### config.mk
export PLATFORM = sky130hd
export DESIGN_NAME = combo_lock_ctrl
export DESIGN_NICKNAME = d
export VERILOG_FILES = /design/src/rtl/combo_lock_ctrl.sv
export SDC_FILE = /design/constraint.sdc
export NUM_CORES = 1
export LEC_CHECK = 0
export CAP_MARGIN = 40
export CORE_ASPECT_RATIO = 0.75
export CORE_MARGIN = 3
export CORE_UTILIZATION = 40
export CTS_CLUSTER_DIAMETER = 200
export DETAILED_ROUTE_END_ITERATION = 10
export HOLD_SLACK_MARGIN = 0.08
export PLACE_DENSITY = 0.59
export SKIP_LAST_GASP = 1
export SLEW_MARGIN = 5
export SYNTH_ARGS = -nofsm -noshare
export SYNTH_HDL_FRONTEND = slang
export SYNTH_SLANG_ARGS = --single-unit
export TNS_END_PERCENT = 100
### constraint.sdc
create_clock -name CLK -period 4.7 [get_ports CLK]
set_input_delay 0.705 -clock CLK [delete_from_list [all_inputs] [get_ports CLK]]
set_output_delay 0.705 -clock CLK [all_outputs]
set_load 0.005 [all_outputs]
### src/rtl/combo_lock_ctrl.sv
// combo_lock_ctrl: digit-stream combination lock with fail lockout and auto-relock.
// Define COMBO_LOCK_PROG_EN to add a PROG port and a reprogrammable combination.
module combo_lock_ctrl #(
  parameter int DIGIT_W = 4,
  parameter int NUM_DIGITS = 4,
  parameter logic [NUM_DIGITS*DIGIT_W-1:0] COMBO = 16'h8421,
  parameter int MAX_FAILS = 3,
  parameter int OPEN_CYCLES = 16,
  parameter int LOCKOUT_CYCLES = 64,
  parameter int ENTRY_TIMEOUT = 32
) (
  input  logic               CLK,
  input  logic               RESET_N,
  input  logic [DIGIT_W-1:0] DIGIT,
  input  logic               DIGIT_VALID,
  input  logic               CLEAR,
`ifdef COMBO_LOCK_PROG_EN
  input  logic               PROG,
`endif
  output logic               OPEN,
  output logic               LOCKOUT,
  output logic               DIGIT_ACK,
  output logic               FAIL
);
  localparam int W = NUM_DIGITS * DIGIT_W;
  localparam int IW = NUM_DIGITS > 1 ? $clog2(NUM_DIGITS) : 1;
  localparam int FW = $clog2(MAX_FAILS + 1);
  localparam int T1 = OPEN_CYCLES > LOCKOUT_CYCLES ? OPEN_CYCLES : LOCKOUT_CYCLES;
  localparam int TMAX = T1 > ENTRY_TIMEOUT ? T1 : ENTRY_TIMEOUT;
  localparam int TW = TMAX > 1 ? $clog2(TMAX) : 1;

  typedef enum logic [1:0] {S_IDLE, S_ENTRY, S_OPEN, S_LOCKED} state_t;

  state_t               state, state_n;
  logic [IW-1:0]        idx, idx_n;
  logic                 mis, mis_n;
  logic [FW-1:0]        fails, fails_n, fails_inc;
  logic [TW-1:0]        tmr, tmr_n;
  logic                 ack_n, fail_n, last, bad;
  logic [W-1:0]         combo;
  logic [DIGIT_W-1:0]   want;

`ifdef COMBO_LOCK_PROG_EN
  logic [W-1:0] combo_n, stage, stage_n;
`else
  assign combo = COMBO;
`endif

  assign want = combo[W - DIGIT_W * (int'(idx) + 1) +: DIGIT_W];
  assign last = idx == IW'(NUM_DIGITS - 1);
  assign bad = mis | (DIGIT != want);
  assign fails_inc = fails == FW'(MAX_FAILS) ? fails : fails + 1'b1;

  always_comb begin
    state_n = state;
    idx_n = idx;
    mis_n = mis;
    fails_n = fails;
    tmr_n = tmr;
    ack_n = 1'b0;
    fail_n = 1'b0;
`ifdef COMBO_LOCK_PROG_EN
    combo_n = combo;
    stage_n = stage;
`endif
    case (state)
      S_IDLE, S_ENTRY: begin
        if (CLEAR) begin
          state_n = S_IDLE;
          idx_n = '0;
          mis_n = 1'b0;
        end else if (DIGIT_VALID) begin
          ack_n = 1'b1;
          tmr_n = '0;
          state_n = S_ENTRY;
          idx_n = idx + 1'b1;
          mis_n = bad;
          if (last) begin
            idx_n = '0;
            mis_n = 1'b0;
            fail_n = bad;
            fails_n = bad ? fails_inc : '0;
            state_n = !bad ? S_OPEN : fails_inc == FW'(MAX_FAILS) ? S_LOCKED : S_IDLE;
          end
        end else if (state == S_ENTRY) begin
          tmr_n = tmr + 1'b1;
          if (tmr == TW'(ENTRY_TIMEOUT - 1)) begin
            state_n = S_IDLE;
            idx_n = '0;
            mis_n = 1'b0;
          end
        end
      end
      S_OPEN: begin
        if (CLEAR) begin
          state_n = S_IDLE;
          idx_n = '0;
        end
`ifdef COMBO_LOCK_PROG_EN
        else if (DIGIT_VALID && PROG) begin
          // idx doubles as the programming digit counter while open
          ack_n = 1'b1;
          stage_n = W'({stage, DIGIT});
          idx_n = last ? '0 : idx + 1'b1;
          if (last) begin
            combo_n = stage_n;
            state_n = S_IDLE;
          end
        end
`endif
        else if (OPEN_CYCLES != 0 && idx == '0) begin
          tmr_n = tmr + 1'b1;
          if (tmr == TW'(OPEN_CYCLES - 1)) state_n = S_IDLE;
        end
      end
      S_LOCKED: begin
        tmr_n = tmr + 1'b1;
        if (tmr == TW'(LOCKOUT_CYCLES - 1)) begin
          state_n = S_IDLE;
          fails_n = '0;
        end
      end
    endcase
    if (state_n != state) tmr_n = '0;
  end

  always_ff @(posedge CLK or negedge RESET_N)
    if (!RESET_N) begin
      state <= S_IDLE;
      idx <= '0;
      mis <= 1'b0;
      fails <= '0;
      tmr <= '0;
      OPEN <= 1'b0;
      LOCKOUT <= 1'b0;
      DIGIT_ACK <= 1'b0;
      FAIL <= 1'b0;
`ifdef COMBO_LOCK_PROG_EN
      combo <= COMBO;
      stage <= '0;
`endif
    end else begin
      state <= state_n;
      idx <= idx_n;
      mis <= mis_n;
      fails <= fails_n;
      tmr <= tmr_n;
      OPEN <= state_n == S_OPEN;
      LOCKOUT <= state_n == S_LOCKED;
      DIGIT_ACK <= ack_n;
      FAIL <= fail_n;
`ifdef COMBO_LOCK_PROG_EN
      combo <= combo_n;
      stage <= stage_n;
`endif
    end
endmodule

==> impl_metrics.json, run 1 <==
{
  "status": "completed",
  "clk_latency_ns": 0.30,
  "wl_per_cell_um": 13.5,
  "hold_end": "tmr[3]",
  "hpwl_um": 1630,
  "cp.required_ns": 4.91,
  "num-fill-cells": 242,
  "cts_tree": "built",
  "fin_util": 0.508,
  "worstHoldPathCells": 1,
  "fin_worst_skew_ns": 0.00212,
  "yosysTopAreaCell": "dfrtp_1",
  "fin_crit_sh": 0.488,
  "setup_viol": 0,
  "r2r_setup_slack_ns": 2.60,
  "viasPerCell": 5.50,
  "slowest_stage": "clkdlybuf4s50_1",
  "ys_seq_area_frac": 0.405,
  "drive_gt1_frac": 0.0635,
  "r2r_start": "tmr[0]",
  "antennaDiodeCount": 0,
  "grt_max_degree": 18,
  "die_x_um": 65.2,
  "die_h_um": 50.4,
  "core_um2": 2400,
  "fmax_ghz": 0.436,
  "cp_max_fo": 11,
  "max_slew.worst_pin.slew_ns": 0.758,
  "ys_ff_latch": 17,
  "boundaryPins": 12,
  "cts_buffers": 3,
  "crit_buf_inv": 1,
  "cts.path.max_buffers": 2,
  "p_leak_nw": 0.491,
  "maxSlewHeadroom": 0.493,
  "r2r-end": "tmr[3]",
  "ctsRootBufferMaster": "clkbuf_4",
  "grt_pass1_vias": 801,
  "start_kind": "primary input",
  "cp_data_arrival_time_ns": 2.51,
  "antenna_left": 0,
  "ctsHoldBuffers": 0,
  "rows": 15,
  "min-delay-start": "tmr[3]",
  "cap_violations": 0,
  "grt_pass1_wl_um": 3890,
  "firstDrtPassIters": 4,
  "gp_congestion": 0.814,
  "async_flop_share": 1.00,
  "hold_viol": 0,
  "slowest_delay_ns": 0.59,
  "critical-path-top-delay-family": "compound AO/OA/AOI/OAI gates",
  "powerDensity_nw_per_um2": 255,
  "dieArea_um2": 3280,
  "post_cts_buffers": 0,
  "worstPathCellList": "clkdlybuf4s50_1, nor3b_1, o21ba_2, a221o_1, a311oi_2",
  "tns_ns": 0,
  "yosysUniqueCellTypes": 35,
  "cts.repair.resized": 0,
  "nets": 141,
  "synth_cells": 114,
  "r2r_cells": 6,
  "clkTransAtPathRegs_ns": 0.10,
  "post-route-min-period_ns": 2.29,
  "finalMaxSlewViolations": 0,
  "htree_levels": 1,
  "ys.warnings.count": 0,
  "grt_usage": 0.157,
  "post_dp_cell_area_um2": 1190,
  "drt_wl_total_um": 2170,
  "area_growth_syn_to_layout_pct": 16.1,
  "grt-ovfl-total": 0,
  "worstSetupPathType": "in -> reg",
  "critPathCaptureType": "flip-flop",
  "fin_area_um2": 1220,
  "io_buffers": 11,
  "antenna_found_initial": 0,
  "synth_edf_count": 0,
  "netlist_area_um2": 1050,
  "peakVddDrop_mv": 0.125,
  "vias": 880,
  "start_util": 0.438,
  "clock_sinks": 17,
  "yosys-top-cells-area": "dfrtp_1, ha_1, o21ai_0",
  "synthFlopType": "dfrtp_1",
  "hp-class": "reg -> reg",
  "netlist.area_leader.share": 0.405,
  "drc": 0,
  "rsz0062_at_grt": "no",
  "syn_nets": 128,
  "synth_area_per_cell_um2": 9.22,
  "drtIter0Drc": 43
}
[per-layer routing]
layer  track usage  up-vias  wire length [um]
li1              -      442                 -
met1         0.230      413              1140
met2         0.208       21               883
met3        0.0515        4               112
met4        0.0621        0                31
met5             0        -                 0
[per-stage QoR]
step | hold slack, ns | power (mW) | instances | worst slack, ns
after global placement | 0.519 | 0.231 | 156 | 2.14
final | 0.546 | 0.311 | 160 | 2.41
after floorplan | 0.409 | 0.210 | 114 | 2.74
after global routing | 0.571 | 0.332 | 160 | 2.24
after detailed placement | 0.524 | 0.232 | 156 | 2.10
after CTS | 0.542 | 0.315 | 160 | 2.40
[state kept, by name (all words and copies together) (netlist names)]
name       count
FAIL           1
state          2
idx            2
LOCKOUT        1
tmr            6
mis            1
fails          2
OPEN           1
DIGIT_ACK      1
[worst register-to-register path: stages, from the launching register on]
cell	delay [ns]
dfrtp_1	0.44
ha_1	0.26
and3_4	0.21
and3b_1	0.19
o311a_1	0.28
a221o_1	0.42
a311oi_2	0.21
[report_power, final]
| group | internal, mW | switching, mW | leakage [nW] |
|---|---|---|---|
| combinational | 0.0287 | 0.0307 | 0.246 |
| sequential | 0.157 | 0.0133 | 0.227 |
| clock | 0.0318 | 0.0494 | 0.0177 |
[how the worst max path moves through the flow]
stage,endpoint,from,depth (start not counted),slack (ns)
6_report,tmr[3],CLEAR,5,2.41
2_1_floorplan,tmr[3],CLEAR,5,2.74
3_5_place_dp,tmr[3],CLEAR,5,2.10
4_1_cts,tmr[3],CLEAR,5,2.40
5_1_grt,tmr[0],CLEAR,5,2.24
3_3_place_gp,tmr[3],CLEAR,5,2.14
[cells in the final DEF (no fill, tap or decap)]
cell type,n
dfrtp_1,17
o21ai_0,11
clkdlybuf4s50_1,11
nor2_1,10
nand2_1,10
a21oi_1,9
ha_1,6
inv_1,5
nand3_1,4
xnor2_1,4
nand3b_1,4
nor2b_1,3
o21a_1,3
clkbuf_4,3
and4_1,2
nor3b_1,2
a211oi_1,2
and3_4,1
nand4bb_1,1
a22oi_1,1
and2_1,1
and3b_1,1
o21ba_2,1
o22ai_1,1
a32o_1,1
nand4_1,1
a221oi_1,1
mux2_2,1
nand4b_1,1
a2bb2oi_1,1
a31oi_1,1
o311a_1,1
a221o_1,1
nor3_1,1
a311o_1,1
a311oi_2,1
clkinv_2,1
[synthesized netlist by cell type, types with 2 or more instances]
master / count
dfrtp_1: 17
o21ai_0: 11
nand2_1: 10
nor2_1: 10
a21oi_1: 9
ha_1: 6
inv_1: 5
nand3_1: 4
nand3b_1: 4
xnor2_1: 4
clkbuf_1: 3
nor2b_1: 3
o21a_1: 3
a211oi_1: 2
and4_1: 2
nor3b_1: 2
[layout make-up]
| type | instances | area, um^2 | share of cell area |
|---|---|---|---|
| clock inverters | 1 | 5.00 | 0.00410 |
| well taps | 34 | 42.5 | 0.0349 |
| multi-input cells | 89 | 596 | 0.488 |
| clock buffers | 3 | 22.5 | 0.0185 |
| flip-flops and latches | 17 | 425 | 0.349 |
| inverters | 5 | 18.8 | 0.0154 |
| repair buffers | 11 | 110 | 0.0903 |
[logic make-up after synthesis]
group,synth area share
adders and majority gates,0.0714
xor gates and xnor gates,0.0333
DFF,0.405
buffers and inverters,0.0286
muxes,0.0107
and+or+nand+nor,0.223
AOI/OAI and AO/OA,0.229
(Power assumes the default switching activity.)
==> inputs of run 2 (changes only) <==
--- a/config.mk
+++ b/config.mk
@@ -12,7 +12,7 @@
 export CTS_CLUSTER_DIAMETER = 200
 export DETAILED_ROUTE_END_ITERATION = 10
 export HOLD_SLACK_MARGIN = 0.08
-export PLACE_DENSITY = 0.59
+export PLACE_DENSITY = 0.61
 export SKIP_LAST_GASP = 1
 export SLEW_MARGIN = 5
 export SYNTH_ARGS = -nofsm -noshare
==> constraint.sdc (replaced) <==
create_clock -name CLK -period 1.85 [get_ports CLK]
set_input_delay 0.2775 -clock CLK [delete_from_list [all_inputs] [get_ports CLK]]
set_output_delay 0.2775 -clock CLK [all_outputs]
set_load 0.005 [all_outputs]
==> run 2 against run 1 <==
Net effect: the flow now finishes with violations (setup timing); combinational power rose to 3.9 times the previous value; core utilization up 12 points; die area unchanged; wire length up 30%; non-clock buffer count up 33; clock-buffer cell count unchanged; sequential power rose to 2.5 times the previous value; sequential cell count unchanged; setup slack worse by 2.6 ns; final area up 24%; total power rose to 2.8 times the previous value; sequential share of layout area down 6.7 points; critical endpoint is now tmr[0]; largest cell class unchanged.
==> impl_metrics.json, run 2 (synthesis gave the netlist of run 1 again) <==
{
  "dieArea_um2": 3280,
  "viasPerCell": 5.32,
  "nets": 174,
  "firstDrtPassIters": 4,
  "r2r_cells": 6,
  "cp_data_arrival_time_ns": 2.26,
  "clock_sinks": 17,
  "r2r-end": "tmr[0]",
  "drive_gt1_frac": 0.327,
  "r2r_start": "tmr[0]",
  "io_buffers": 11,
  "cts.path.max_buffers": 2,
  "hold_viol": 0,
  "grtUsageMet2": 0.311,
  "gp_congestion": 0.867,
  "top_usage_layer": "met2",
  "htree_levels": 1,
  "dp_slack_ns": -0.222,
  "wl_per_cell_um": 14.6,
  "drt_wl_total_um": 2820,
  "tns_ns": -0.790,
  "grt_usage": 0.193,
  "boundaryPins": 12,
  "regMostFlops": "tmr",
  "setup_viol": 6,
  "antennaDiodeCount": 0,
  "die_h_um": 50.4,
  "fin_crit_sh": 1.10,
  "slowest_stage": "a221o_2",
  "rsz0062_at_grt": "yes",
  "use_met1": 0.255,
  "core_um2": 2400,
  "critPathCaptureType": "flip-flop",
  "p_clk_frac": 0.248,
  "max_slew.worst_pin.slew_ns": 0.481,
  "clk_latency_ns": 0.30,
  "rows": 15,
  "power.switching_uw": 274,
  "cp.required_ns": 2.07,
  "start_kind": "flip-flop",
  "p_leak_nw": 0.665,
  "p_comb_frac": 0.263,
  "cts_buffers": 3,
  "sequentialPowerShare": 0.489,
  "worstSetupPathType": "reg -> reg",
  "hp-class": "in -> async",
  "worst_slack_ns": -0.189,
  "fin_worst_skew_ns": 0.00864,
  "grt_pass1_vias": 1033,
  "peakVddDrop_mv": 0.438,
  "maxSlewHeadroom": 0.676,
  "finalMaxSlewViolations": 0,
  "violations": "setup timing",
  "fmax_ghz": 0.491,
  "cts_tree": "built",
  "p_int_uw": 604,
  "drtIter0Drc": 39,
  "post-route-min-period_ns": 2.04,
  "clkTransAtPathRegs_ns": 0.12,
  "antenna_found_initial": 0,
  "worstPathCellList": "ha_2, and3_4, and3b_1, o311a_1, a221o_2, a211oi_2",
  "start_util": 0.438,
  "grt_util_met3": 0.0492,
  "antenna_left": 0,
  "ctsRootBufferMaster": "clkbuf_4",
  "hpwl_um": 1990,
  "grt_max_degree": 18,
  "drc": 0,
  "grt-ovfl-total": 0,
  "fin_util": 0.629,
  "mostFrequentLayoutCells": "buf_4, dfrtp_1, o21ai_0, clkdlybuf4s50_1, nand2_1",
  "grt_pass1_wl_um": 4800,
  "cp_max_fo": 6,
  "die_x_um": 65.2,
  "status": "finished, violations left",
  "area_growth_syn_to_layout_pct": 43.8,
  "switching_share": 0.312,
  "largest_reg_flops": 6,
  "r2r_setup_slack_ns": -0.19,
  "cap_violations": 0,
  "vias": 1026,
  "layout_commonest_cell": "buf_4",
  "slowest_delay_ns": 0.45,
  "powerDensity_nw_per_um2": 581
}
==> run 2: cell count changes in the layout (fill, tap and decap cells not counted), moves of 2 or more <==
| cell | before | now |
|---|---|---|
| ha_2 | 0 | 2 |
| a211oi_1 | 2 | 0 |
| a211oi_2 | 0 | 2 |
| buf_4 | 0 | 32 |
| inv_2 | 0 | 2 |
| inv_1 | 5 | 3 |
| ha_1 | 6 | 4 |
==> run 2: timing repair <==
| action | 4_1_cts | 5_1_grt |
|---|---|---|
| setup buffers | 2 | 5 |
| hold buffers | 0 | 0 |
| pin swaps | 3 | 7 |
| resized for setup | 5 | 6 |
| endpoints found under the setup margin | 8 | 13 |
==> run 2: cell type report <==
cell class | count | area (um^2)
fillers | 219 | 891
multi-input cells | 89 | 636
flip-flops and latches | 17 | 425
clock inverters | 1 | 5.00
well taps | 34 | 42.5
repair buffers | 44 | 362
inverters | 5 | 18.8
clock buffers | 3 | 22.5
==> run 2: critical path, delay by kind of cell, from the launching register on <==
kind,cells,cell delay (ns)
AOI/OAI and AO/OA,3,0.98
adders and majority gates,1,0.20
and+or+nand+nor,2,0.38
DFF,1,0.40
==> run 2: routing by layer <==
layer,part of all wire,vias up
li1,-,504
met3,0.034,6
met5,0,-
met4,0.016,0
met2,0.44,23
met1,0.51,493
==> run 2: per-stage QoR <==
step	power [mW]	instance area (um^2)	std cells	hold WS, ns
2_1_floorplan	0.535	1050	114	-0.0181
3_3_place_gp	0.626	1390	182	0.525
3_5_place_dp	0.636	1390	182	0.539
4_1_cts	0.863	1450	188	0.291
5_1_grt	0.935	1510	193	0.301
6_report	0.878	1510	193	0.283
==> run 2: worst max path at each step <==
stage               depth (start not counted)     start     end
CTS                                         6    tmr[0]  tmr[3]
floorplan                                   6    tmr[0]  tmr[3]
global placement                            6  DIGIT[3]  tmr[3]
global route                                6    tmr[0]  tmr[5]
detailed placement                          6  DIGIT[3]  tmr[5]
finish                                      6    tmr[0]  tmr[0]
==> run 2: power by group through the flow <==
| stage | clock network (mW) | logic, mW | registers, mW |
|---|---|---|---|
| 6_report | 0.218 | 0.231 | 0.429 |
| 5_1_grt | 0.246 | 0.255 | 0.434 |
| 4_1_cts | 0.223 | 0.213 | 0.427 |
| 3_5_place_dp | 0 | 0.202 | 0.434 |
| 3_3_place_gp | 0 | 0.195 | 0.431 |
| 2_1_floorplan | 0 | 0.108 | 0.427 |
